### src/rtl/step_pulse_gen.sv
// Stepper driver front end: turns a period/direction/enable request into timed STEP/DIR/EN_n.
// Tracks a signed step position; enforces pulse width, DIR setup and a minimum period.
module step_pulse_gen #(
    parameter int WIDTH_WORK = 16,
    parameter int PULSE_HIGH = 50,
    parameter int DIR_SETUP  = 25,
    parameter int MIN_PERIOD = 100,
    parameter int WIDTH_POS  = 32
) (
    input  logic                 clk,
    input  logic                 rst,
    input  logic [WIDTH_WORK-1:0] period_AUTO,
    input  logic                 dir_AUTO,
    input  logic                 drv_en_SM,
    output logic                 step,
    output logic                 dir,
    output logic                 en_n,
    output logic [WIDTH_POS-1:0] position,
    output logic                 busy
);

    typedef enum logic [1:0] {
        IDLE    = 2'd0,
        DIR_CHG = 2'd1,
        HIGH    = 2'd2,
        LOW     = 2'd3
    } state_t;

    localparam logic [WIDTH_WORK-1:0] MIN_P     = WIDTH_WORK'(MIN_PERIOD);
    localparam logic [WIDTH_WORK-1:0] HIGH_LAST = WIDTH_WORK'(PULSE_HIGH - 1);
    localparam logic [WIDTH_WORK-1:0] DIR_LAST  = WIDTH_WORK'(DIR_SETUP - 1);
    localparam logic [WIDTH_WORK-1:0] PH_W      = WIDTH_WORK'(PULSE_HIGH);
    localparam logic [WIDTH_WORK-1:0] ONE_W     = WIDTH_WORK'(1);
    localparam logic [WIDTH_POS-1:0]  ONE_P     = WIDTH_POS'(1);

    state_t                state_q, state_d;
    logic [WIDTH_WORK-1:0] timer_q, timer_d;
    logic [WIDTH_WORK-1:0] period_q, period_d;
    logic                  dir_q, dir_d;
    logic [WIDTH_POS-1:0]  pos_q, pos_d;
    logic                  step_q;
    logic                  en_n_q;

    logic                  go;
    logic                  decide;
    logic [WIDTH_WORK-1:0] period_clamped;
    logic [WIDTH_WORK-1:0] low_last;
    logic [WIDTH_POS-1:0]  pos_next;

    assign go             = drv_en_SM && (period_AUTO != '0);
    assign period_clamped = (period_AUTO < MIN_P) ? MIN_P : period_AUTO;
    assign low_last       = period_q - PH_W - ONE_W;
    assign pos_next       = dir_q ? (pos_q + ONE_P) : (pos_q - ONE_P);

    always_comb begin
        state_d  = state_q;
        timer_d  = timer_q + ONE_W;
        period_d = period_q;
        dir_d    = dir_q;
        pos_d    = pos_q;
        decide   = 1'b0;

        case (state_q)
            IDLE: begin
                timer_d = '0;
                decide  = 1'b1;
            end
            DIR_CHG: begin
                if (timer_q == DIR_LAST) begin
                    timer_d = '0;
                    state_d = HIGH;
                    pos_d   = pos_next;
                end
            end
            HIGH: begin
                // A pulse always completes; a dropped enable only ends the train afterwards.
                if (timer_q == HIGH_LAST) begin
                    timer_d = '0;
                    state_d = drv_en_SM ? LOW : IDLE;
                end
            end
            LOW: begin
                if (!drv_en_SM) begin
                    timer_d = '0;
                    state_d = IDLE;
                end else if (timer_q == low_last) begin
                    timer_d = '0;
                    decide  = 1'b1;
                end
            end
            default: begin
                timer_d = '0;
                state_d = IDLE;
            end
        endcase

        // Period and direction are sampled only here, so mid-period input changes wait.
        if (decide) begin
            if (go) begin
                period_d = period_clamped;
                if (dir_AUTO != dir_q) begin
                    dir_d   = dir_AUTO;
                    state_d = DIR_CHG;
                end else begin
                    state_d = HIGH;
                    pos_d   = pos_next;
                end
            end else begin
                state_d = IDLE;
            end
        end
    end

    always_ff @(posedge clk) begin
        if (rst) begin
            state_q  <= IDLE;
            timer_q  <= '0;
            period_q <= '0;
            dir_q    <= 1'b0;
            pos_q    <= '0;
            step_q   <= 1'b0;
            en_n_q   <= 1'b1;
        end else begin
            state_q  <= state_d;
            timer_q  <= timer_d;
            period_q <= period_d;
            dir_q    <= dir_d;
            pos_q    <= pos_d;
            step_q   <= (state_d == HIGH);
            en_n_q   <= ~(drv_en_SM | busy);
        end
    end

    assign busy     = (state_q != IDLE);
    assign step     = step_q;
    assign dir      = dir_q;
    assign en_n     = en_n_q;
    assign position = pos_q;

endmodule

### config.mk
export PLATFORM = sky130hd
export DESIGN_NAME = step_pulse_gen
export DESIGN_NICKNAME = d
export VERILOG_FILES = /design/src/rtl/step_pulse_gen.sv
export SDC_FILE = /design/constraint.sdc
export NUM_CORES = 1
export LEC_CHECK = 0
export BUFFER_PORTS_ARGS = -buffer_cell sky130_fd_sc_hd__buf_2
export CAP_MARGIN = 20
export CORE_MARGIN = 3
export CORE_UTILIZATION = 35
export DETAILED_ROUTE_END_ITERATION = 7
export GPL_ROUTABILITY_DRIVEN = 0
export GPL_TIMING_DRIVEN = 0
export MAX_ROUTING_LAYER = met4
export SETUP_SLACK_MARGIN = 0.2
export SYNTH_ARGS = -nofsm -noshare
export SYNTH_HDL_FRONTEND = slang
export SYNTH_SLANG_ARGS = --single-unit
export TNS_END_PERCENT = 5
### constraint.sdc
create_clock -name clk -period 8.4 [get_ports clk]
set_input_delay 0.84 -clock clk [delete_from_list [all_inputs] [get_ports clk]]
set_output_delay 0.84 -clock clk [all_outputs]
set_load 0.02 [all_outputs]
### Yosys cells after proc, flatten, opt, wreduce, memory -nomap -nowiden

Index checks and enable logic that the tools add are counted.

| word-level totals | value |
|---|---|
| flip-flop bits (word level) | 69 |
| input port bits | 20 |
| word-level logic and storage cells | 52 |

| cells by class | value |
|---|---|
| add/sub/neg operators | 5 |
| $lt $le $gt $ge | 1 |
| equal/unequal tests | 8 |
| muxes and demuxes | 23 |
| bitwise gates (word level) | 2 |
| reduce and logical (&&, ||, !) cells | 6 |

Operator list:

| kind | count |
|---|---|
| 32-bit two-way mux | 6 |
| 16-bit two-way mux | 5 |
| 16-bit one-hot mux with 4 select lines | 1 |
| 32-bit by 1-bit adder with 32-bit output (second input constant) | 1 |
| 32-bit by 1-bit subtractor with 32-bit output (second input constant) | 1 |
| 16-bit by 1-bit adder with 16-bit output (second input constant) | 1 |
| 16-bit == test | 1 |
| 16-bit by 5-bit == test with 1-bit output (second input constant) | 1 |
| 16-bit by 6-bit == test with 1-bit output (second input constant) | 1 |
| 16-bit by 7-bit less-than comparator with 1-bit output (second input constant) | 1 |
| 16-bit nonzero test | 1 |
| 16-bit by 1-bit subtractor with 16-bit output (second input constant) | 1 |
| 16-bit by 6-bit subtractor with 16-bit output (second input constant) | 1 |
| 2-bit two-way mux | 7 |
| 2-bit == test (second input constant) | 3 |
| 2-bit one-hot mux with 3 select lines | 1 |
| 3-bit AND reduction | 1 |
| 2-bit by 1-bit == test with 1-bit output (second input constant) | 1 |
| 2-bit zero test | 1 |
| 1-bit two-way mux | 2 |
| 1-bit one-hot mux with 2 select lines | 1 |
| 2-bit AND reduction | 1 |
| 2-bit nonzero test | 1 |
| 1-bit logical AND | 1 |
| 3 further kinds | 3 |

### Depth between registers and ports, before layout

| depth | value |
|---|---|
| depth in word-level cells | 8 |
| gate-level depth with buffers | 12 |
| depth with buffers taken out | 11 |

### Least setup slack after synthesis

OpenSTA, ideal clock, no wires.

| path | value |
|---|---|
| path kind | register to register |
| start point | reg dir_q, in the netlist dir |
| end point | reg pos_q[28], in the netlist position[28] |
| setup time | 70 ps |
| data arrival time | 3,415 ps |
| setup slack | 4,915 ps |
| cell stages (with the launch flop) | 12 |
| path buffers | 0 |
| period minus slack after synthesis | 3,485 ps |
| cells stage by stage | dfxtp_1 -> inv_1 -> fa_1 -> a211oi_1 -> o21ai_0 -> a21oi_1 -> o31ai_1 -> a21oi_1 -> o211ai_1 -> and3_1 -> or3_1 -> a21oi_1 |

| on the way | value |
|---|---|
| longest elaborated chain between the ends | 6 |
| elaborated cells between the ends (all ways) | 7 |
| classes of those cells | eq/ne (1); mux (6) |

RTL lines:

| element | RTL line | RTL |
|---|---|---|
| start: declaration | 39 | `logic dir_q, dir_d;` |
| start signal: assignment | 127 | `dir_q <= dir_d;` |
| 32-bit two-way mux | 53 | `assign pos_next = dir_q ? (pos_q + ONE_P) : (pos_q - ONE_P);` |
| 32-bit two-way mux | 69 | `if (timer_q == DIR_LAST) begin` |
| 32-bit two-way mux | 63 | `case (state_q)` |
| 32-bit two-way mux | 101 | `if (dir_AUTO != dir_q) begin` |
| 32-bit two-way mux | 99 | `if (go) begin` |
| 32-bit two-way mux * | 98 | `if (decide) begin` |
| end signal: assignment | 128 | `pos_q <= pos_d;` |
| end: declaration | 40 | `logic [WIDTH_POS-1:0] pos_q, pos_d;` |

Every way passes the cells marked *; elsewhere a longest branch is shown, timed or not.
A chain may end at the register's enable or synchronous reset.

### Final worst setup path

| path | value |
|---|---|
| start point | reg dir_q, in the netlist dir |
| end point | reg pos_q[31], in the netlist position[31] |

The elaborated chain is that of the path after synthesis.

==> results.md <==
- Total overflow reported by the global router: 0
- Number of design rule violations left after detail routing: 0
- Post-layout net count: 744
- Data arrival at the endpoint of the critical path: 4.57 ns
- Max capacitance violation total: 0
- Share of flip-flops with an asynchronous set or reset: 0%
- Number of pins exceeding their max-slew limit in the final report: 0
- Pint: 1.22 mW
- Biggest area contributors in the synthesized netlist: sky130_fd_sc_hd__dfxtp_1 (28%), sky130_fd_sc_hd__ha_1 (9.5%), sky130_fd_sc_hd__nor2_1 (6.5%)
- Die boundary width: roughly 130 um
- Post-route antenna net violation count: 0
- Fin Clk Skew: 0.00701 ns
- Register bit count reported by yosys: 69
- Run status: complete, no violations
- Depth of the worst hold-timing path: 2
- Initial Utilization: 35.9%
- Number of clock sinks seen by CTS: 69
- Floorplan Core Area: around 14000 um^2
- Share of power burned in combinational logic: 59.5%
- Post-CTS Resized: 0
- Number of vias after detailed routing: 4733
- Synthesis-to-layout area growth: 17.1%
- H-Tree Level Count: 3
- Clock tree root driver cell: sky130_fd_sc_hd__clkbuf_16
- Std cell rows: 43
- Cells after Synth: 618
- Post-CTS setup-driven buffer insertion count: 0
- Clock buffer depth: 2
- Highest fanout seen on the critical path: 17
- Yosys warnings: 0
- Detailed router's first-iteration violation count: 270
- Fin crit share: 51.7%
- Fin cells: 870
- GRT Util Overall: 17.0%
- Worst-Margin Slew: 0.774 ns
- Synth cell count leaders: sky130_fd_sc_hd__nor2_1 (86), sky130_fd_sc_hd__dfxtp_1 (69), sky130_fd_sc_hd__a21oi_1 (51)
- Worst skew pair latency: 0.34 ns
- Antenna Cells: 0
- RSZ-0062 raised after global routing: no
- Period minus WS final: 4.35 ns
- Most common cell in the netlist: sky130_fd_sc_hd__nor2_1
- Count of input and output buffers: 55
- Power per unit of standard cell area: 369 nW/um^2
- Rel. slew slack: between 40% and 50%
- Ports placed on the boundary: 56
- Data required time of the worst path: ~8.6 ns
- Maximum number of pins on one net before global-route repair: 18
- Portion of synthesized cell area occupied by the leading cell type: between 20 and 30%
- First-pass detailed-route iteration total: 5
- Post-detail-place hpwl: 9860 um
- Post-synthesis sequential area ratio: about 28%
- Total count of hold-check failures in the final report: 0
- Initial antenna violation count: 0
- Switching power: 0.936 mW
- Number of global-route vias before repair: 4556
- Die outline area: 15800 um^2
- Post-synthesis average cell area: 8.09 um^2
- Sequential group share of total power: about a fifth
- Peak Freq: ~230 MHz
- Main synth FF type: sky130_fd_sc_hd__dfxtp_1
- Cell count of the worst reg-to-reg path: 12
- Setup TNS: 0 ns
- Synth unique cells: 62
- Worst vdd rail ir drop: 0.000206 V
- Syn Nets: between 600 and 700
- Reg clk slew, reported paths: 0.06 ns
- Leakage power summed over all cells: 2.60 nW
- Die H: roughly 130 um
- Fraction of power spent switching nets: 43.3%
- Placed Instances: 854
- Cell accounting for the most synthesized area: sky130_fd_sc_hd__dfxtp_1
- Fraction of layout cells with a size suffix above 1: 12.8%
- Via density: 5.44
- Cts bufs inserted: 9
- Crit path kind: reg -> reg
- Fill cell total of the finished layout: about 1400
- Clock tree from TritonCTS: built
- Drt total wl: 12900 um
- Final Setup Violations: 0
- Critical path launch point type: register
- Worst min-delay path class: reg -> reg
- Wire length per cell after detailed routing: around 15 um
- Type of destination of the critical path: register
- Post-synth EDFFs: 0
- Post-synthesis instance area: 5000 um^2
- Clock network fraction of total power: 19.2%
- Number of buffers inserted by hold repair at cts: 0
- Global-route wire length before repair: 21800 um
==> per-layer routing <==
metal	vias up	share of wire (%)	global-route usage, %
li1	2372	-	-
met1	2222	48	22.3
met2	117	46	26.7
met3	22	3.7	2.26
met4	0	2.1	5.99
met5	-	0	-
==> placed cells by master (no fill, tap or decap), drive strengths merged, types with 3 or more instances in the layout <==
master  synthesis  layout
or4             7       7
a31oi           8       8
nor2b           4       4
a21o           15      15
nor4            7       7
xnor2          32      32
a21oi          51      51
nand3          23      23
nand3b          4       4
or3             5       5
o21bai          5       5
nor2           87      87
nand2          27      27
clkbuf         15      25
o21a            8       8
inv            18      18
nand2b          8       8
a211oi          5       5
a311oi          4       4
o31ai           4       4
nor3           16      16
buf            10      66
dfxtp          69      69
clkinv          0       3
mux2i          32      32
o21ai          28      28
nand4           6       6
and3            9       9
ha             38      38
and2            6       6
and4            4       4
o211ai          5       5
xor2           27      27
==> critical path, cell delays in order, from the launching register on <==
cell	delay, ns
sky130_fd_sc_hd__dfxtp_1	0.50
sky130_fd_sc_hd__inv_1	0.40
sky130_fd_sc_hd__buf_16	0.29
sky130_fd_sc_hd__ha_1	0.37
sky130_fd_sc_hd__o21ai_0	0.27
sky130_fd_sc_hd__o21a_1	0.17
sky130_fd_sc_hd__nor3_1	0.09
sky130_fd_sc_hd__o311ai_0	0.68
sky130_fd_sc_hd__a21o_1	0.25
sky130_fd_sc_hd__nand3b_1	0.17
sky130_fd_sc_hd__a311oi_1	0.66
sky130_fd_sc_hd__mux2i_1	0.29
sky130_fd_sc_hd__nand4_1	0.10
==> per-stage QoR <==
stage               utilization, %  area (um^2)  setup WS [ns]  power (mW)  hold slack [ns]
finish                        42.0         5860           4.05        2.16            0.490
global route                  42.0         5860           3.77        2.35            0.515
CTS                           42.0         5860           4.11        2.17            0.492
detailed placement            39.7         5530           4.14        1.74            0.485
global placement              39.5         5500           3.96        1.72            0.473
floorplan                        -         5000           4.92        1.47            0.482
==> worst paths after layout <==
| path | from | to | slack (ns) |
|---|---|---|---|
| worst max-delay path | dir | position[31] | 4.05 |
| worst min-delay path | position[28] | position[28] | 0.49 |
| worst max register to register | dir | position[31] | 4.05 |
| worst min register to register | position[28] | position[28] | 0.49 |
==> power by group through the flow <==
stage / Combinational (mW) / Sequential (mW) / Clock [mW]
global route: 1.44 / 0.471 / 0.443
finish: 1.29 / 0.459 / 0.415
detailed placement: 1.27 / 0.466 / 0
floorplan: 0.951 / 0.519 / 0
CTS: 1.28 / 0.459 / 0.427
global placement: 1.26 / 0.463 / 0
==> registers in the layout (all words and copies together) (netlist names) <==
register / count
position: 32
timer_q: 16
period_q: 16
step: 1
en_n: 1
state_q: 2
dir: 1
==> layout make-up <==
type	count	area (um^2)	share of cell area, %
Clock buffer	10	239	4.08
Tap cell	180	225	3.85
Buffer	25	119	2.03
Clock inverter	6	86.3	1.47
Timing Repair Buffer	56	303	5.17
Inverter	18	67.6	1.15
Sequential cell	69	1380	23.6
Multi-Input combinational cell	506	3430	58.7
==> logic make-up after synthesis <==
logic type / after synthesis / share of synthesized area [%]
fa+ha+maj: 39 / 9.91
buf+inv: 43 / 3.73
xor+xnor: 59 / 10.3
compound gates: 155 / 19.9
flops: 69 / 27.6
mux: 32 / 6.40
simple gates: 221 / 22.1
(Power assumes the default switching activity.)
